[src/rtl/vec_argmax.sv]
// Streaming argmax over a signed 8-bit vector.
// The vector is read chunk by chunk from an upstream FIFO that has a one-cycle read latency.
module vec_argmax #(
  parameter int InVecLength = 8,
  parameter int WorkingRegs = 8
) (
  input  logic                             clk_in,
  input  logic                             rst_in,
  input  logic                             in_data_ready,
  input  logic [WorkingRegs-1:0][7:0]      in_data,
  output logic                             req_chunk_in,
  output logic                             req_chunk_ptr_rst,
  output logic [$clog2(InVecLength)-1:0]   argmax_idx,
  output logic signed [7:0]                argmax_val,
  output logic                             out_vector_valid
);

  localparam int NumChunks = InVecLength / WorkingRegs;
  localparam int IdxW      = $clog2(InVecLength);
  localparam int CntW      = (NumChunks > 1) ? $clog2(NumChunks) : 1;

  typedef enum logic [1:0] {IDLE, REQ, CMP, DONE} state_e;

  state_e            state_q;
  logic              pending_q;
  logic [CntW-1:0]   cnt_q;
  logic signed [7:0] max_q;
  logic [IdxW-1:0]   idx_q;

  logic signed [7:0] max_d;
  logic [IdxW-1:0]   idx_d;
  logic [IdxW-1:0]   chunk_base;
  logic              last_chunk;

  assign chunk_base = IdxW'(int'(cnt_q) * WorkingRegs);
  assign last_chunk = (int'(cnt_q) == NumChunks - 1);

  // Scan in ascending index order with a strict compare so ties keep the lowest index.
  always_comb begin
    max_d = max_q;
    idx_d = idx_q;
    for (int k = 0; k < WorkingRegs; k++) begin
      if ($signed(in_data[k]) > max_d) begin
        max_d = $signed(in_data[k]);
        idx_d = chunk_base + IdxW'(k);
      end
    end
  end

  always_ff @(posedge clk_in or negedge rst_in) begin
    if (!rst_in) begin
      state_q           <= IDLE;
      pending_q         <= 1'b0;
      cnt_q             <= '0;
      max_q             <= 8'sh80;
      idx_q             <= '0;
      argmax_idx        <= '0;
      argmax_val        <= '0;
      out_vector_valid  <= 1'b0;
      req_chunk_in      <= 1'b0;
      req_chunk_ptr_rst <= 1'b0;
    end else begin
      req_chunk_in      <= 1'b0;
      req_chunk_ptr_rst <= 1'b0;
      out_vector_valid  <= 1'b0;
      unique case (state_q)
        IDLE: begin
          max_q <= 8'sh80;
          idx_q <= '0;
          cnt_q <= '0;
          if (in_data_ready) begin
            state_q      <= REQ;
            req_chunk_in <= 1'b1;
          end
        end
        REQ: begin
          if (in_data_ready) pending_q <= 1'b1;
          state_q <= CMP;
        end
        CMP: begin
          if (in_data_ready) pending_q <= 1'b1;
          max_q <= max_d;
          idx_q <= idx_d;
          // The final chunk result goes straight to the outputs so they are valid in DONE.
          if (last_chunk) begin
            state_q           <= DONE;
            argmax_idx        <= idx_d;
            argmax_val        <= max_d;
            out_vector_valid  <= 1'b1;
            req_chunk_ptr_rst <= 1'b1;
          end else begin
            cnt_q        <= cnt_q + CntW'(1);
            state_q      <= REQ;
            req_chunk_in <= 1'b1;
          end
        end
        DONE: begin
          if (pending_q || in_data_ready) begin
            state_q      <= REQ;
            req_chunk_in <= 1'b1;
            pending_q    <= 1'b0;
            max_q        <= 8'sh80;
            idx_q        <= '0;
            cnt_q        <= '0;
          end else begin
            state_q <= IDLE;
          end
        end
      endcase
    end
  end

  a_req_not_with_rewind: assert property (@(posedge clk_in) disable iff (!rst_in)
    !(req_chunk_in && req_chunk_ptr_rst));
  a_req_not_back_to_back: assert property (@(posedge clk_in) disable iff (!rst_in)
    req_chunk_in |=> !req_chunk_in);

endmodule

[config.mk]
export PLATFORM = sky130hd
export DESIGN_NAME = vec_argmax
export DESIGN_NICKNAME = d
export VERILOG_FILES = /design/src/rtl/vec_argmax.sv
export SDC_FILE = /design/constraint.sdc
export NUM_CORES = 1
export LEC_CHECK = 0
export ABC_CLOCK_PERIOD_IN_PS = 25500
export BUFFER_PORTS_ARGS = -buffer_cell sky130_fd_sc_hd__buf_2
export CAP_MARGIN = 25
export CORE_ASPECT_RATIO = 1.25
export CORE_MARGIN = 3
export CORE_UTILIZATION = 62
export CTS_CLUSTER_DIAMETER = 80
export DETAILED_ROUTE_END_ITERATION = 8
export HOLD_SLACK_MARGIN = 0.15
export PLACE_DENSITY = 0.88
export RECOVER_POWER = 25
export SLEW_MARGIN = 20
export SYNTH_ARGS = -nofsm -noshare
export SYNTH_HDL_FRONTEND = slang
export SYNTH_SLANG_ARGS = --single-unit
[constraint.sdc]
create_clock -name clk_in -period 25.5 [get_ports clk_in]
set_input_delay 1.275 -clock clk_in [delete_from_list [all_inputs] [get_ports clk_in]]
set_output_delay 1.275 -clock clk_in [all_outputs]
set_load 0.02 [all_outputs]
==> results.md <==
- Htree depth: 1
- Ant. Diodes: 0
- Area growth, synth to finish: 11.9%
- F_max: 0.0545 GHz
- Area contributors post-synth: ha_1 17%, dfrtp_1 16%, a21oi_1 5.1%, inv_1 5.1%, mux2i_1 4.6%
- Post-synthesis cell count: 528
- Worst setup EP type: flip-flop
- Ports: 81
- Global-route wire length before repair: 18700 um
- WP buf/inv: 7
- Metal2 WL: 5640 um
- Max transition margin: 7.12%
- Run status: complete, no violations
- Die area: 7640 um^2
- Setup Buffers After CTS: 0
- Post-synth EDFFs: 0
- Nets: 722
- Yosys warning count: 0
- Vias in the first global route: 4179
- Critical Path RT: 25.68 ns
- Routed Antenna Nets: 0
- Max Fanout on Critical Path: 21
- CTS Root Cell: clkbuf_8
- Unique masters post-synth: 78
- Top cell type's share of synthesized area: 17.4%
- Vias: 4275
- Drt first pass iters: 5
- Placer Congestion: 0.940
- Total Routing Usage GR: 29.2%
- Post-layout instance area: 4590 um^2
- Placement Cell Area: 4550 um^2
- Slew Viols, Final: 0
- DRC Markers: 0
- Max layer used: met4
- Syn_nets: 652
- WL final: 11000 um
- Crit path kind: input pin to flip-flop
- IO buf count: 80
- Fin util: 73.0%
- Worst-Margin Slew: 1.39 ns
- WL met3: 544 um
- Site Rows: 32
- Arr. time, crit path: 18.53 ns
- Top-count cell post-synth: ha_1
- Setup ws final: 7.15 ns
- Post-cts hold buffer count: 0
- Crit path launch type: input pin
- Synth top cells by count: 57 x ha_1, 56 x inv_1, 49 x nand2_1, 44 x nor2_1, 42 x a21oi_1
- Final setup vio count: 0
- Clk_skew: 0.00537 ns
- Latest clock arrival within the worst-skew pair: 0.27 ns
- Core area: 6290 um^2
- Post-synthesis async set-or-reset flop share: 100%
- Register area share after synthesis: 16.5%
- Area leader, netlist: ha_1
- Initial antenna violation count: 0
- TritonCTS buffer count: 3
- Crit path largest cell delay: 0.62 ns
- Grt ovf: 0
- Final period util: 72.0%
- Setup slack at placement: 7.23 ns
- Share of layout cells above drive strength 1: 20.6%
- CTS resizes: 0
- CTS tree: done
- Final hold viol count: 0
- Initial core utilization: 65.3%
- CP max-delay cell: nor2_1
- Seq cells post-synth: 27
- Via-per-instance ratio: 6.27
- Drt wl/cell: 16.1 um
- Die X: 78.8 um
- Clk slew on worst S/H paths: 0.09 ns
- R2r setup slk: 7.75 ns
- Post-layout min period: 18.35 ns
- Fillers: 514
- Unrepaired setup endpoints after global routing: no
- Most common cell on crit path: ha_1
- Top_reg_cell synth: dfrtp_1
- Largest net degree at the start of global routing: 28
- Fin Setup TNS: 0 ns
- Top delay family on crit path: compound AO/OA/AOI/OAI gates
- Met1 WL: 4500 um
- Drt initial violations: 228
- Die height: 97.0 um
- Mean post-synth cell area: 7.77 um^2
- CTS Buffer Depth: 2
- CTS sink count: 27
- Max Cap Viol: 0
- Detail Placement HPWL: 9100 um
- Hold Path Class: flip-flop to flip-flop
- Area of the mapped netlist: 4100 um^2
## cell families after synthesis
| family | share of synthesized area, % |
|---|---|
| buffers and inverters | 7.20 |
| adders and majority gates | 17.6 |
| and+or+nand+nor | 19.2 |
| xor gates and xnor gates | 2.10 |
| DFF | 16.5 |
| AOI/OAI and AO/OA | 29.1 |
| muxes | 8.30 |
## metrics by stage
step / hold slack, ns / std cells
2_1_floorplan: 0.455 / 528
3_3_place_gp: 0.472 / 678
3_5_place_dp: 0.482 / 678
4_1_cts: 0.507 / 682
5_1_grt: 0.520 / 682
6_report: 0.511 / 682
## state kept, by name, indices dropped and copies added (netlist names)
name and flops:
pending_q 1, argmax_val 8, argmax_idx 3, out_vector_valid 1, req_chunk_in 1, idx_q 3, max_q 8, state_q 2
## layout by cell type, fill, tap and decap left out, types with 9 or more instances in the layout
| master | count |
|---|---|
| nand3_1 | 13 |
| inv_1 | 56 |
| nand2_1 | 49 |
| a21oi_1 | 42 |
| a21o_1 | 12 |
| nor2_1 | 44 |
| nor3_1 | 12 |
| buf_2 | 79 |
| ha_1 | 57 |
| and3_1 | 9 |
| o21ai_0 | 18 |
| mux2i_1 | 19 |
| dfrtp_1 | 26 |
| nor2b_1 | 9 |
| o21ai_1 | 11 |
## worst reg2reg max path, delay by kind of cell (launching register included)
family / cells / cell delay [ns]
DFF: 1 / 0.43
buffers and inverters: 7 / 0.89
AOI/OAI and AO/OA: 41 / 8.84
adders and majority gates: 8 / 2.59
muxes: 4 / 1.42
and+or+nand+nor: 18 / 3.50
## worst paths after layout
path	startpoint	cells past startpoint	end
worst max-delay path	in_data[1]	78	argmax_val[2]
worst min-delay path	argmax_val[0]	2	argmax_val[0]
min in group asynchronous	rst_in	1	argmax_val[7]
worst max register to register	max_q[1]	78	argmax_val[2]
max in group asynchronous	rst_in	1	req_chunk_in
worst min register to register	argmax_val[0]	2	argmax_val[0]
## routing by layer
layer / vias up / GRT usage [%]
li1: 2083 / -
met1: 2005 / 36.1
met2: 155 / 52.6
met3: 32 / 1.77
met4: 0 / 10.1
met5: - / 0
## cell type report
type / count / area, um^2 / area share, %
clock buffer: 4 / 45.0 / 0.981
inverter: 58 / 218 / 4.74
multi-input combinational: 426 / 3130 / 68.2
sequential: 27 / 677 / 14.7
tap: 85 / 106 / 2.32
timing repair buffer: 82 / 414 / 9.02
Power is left out: the tool's default activity adds up to more than one toggle a clock period on the data nets, which glitch-free logic cannot reach.
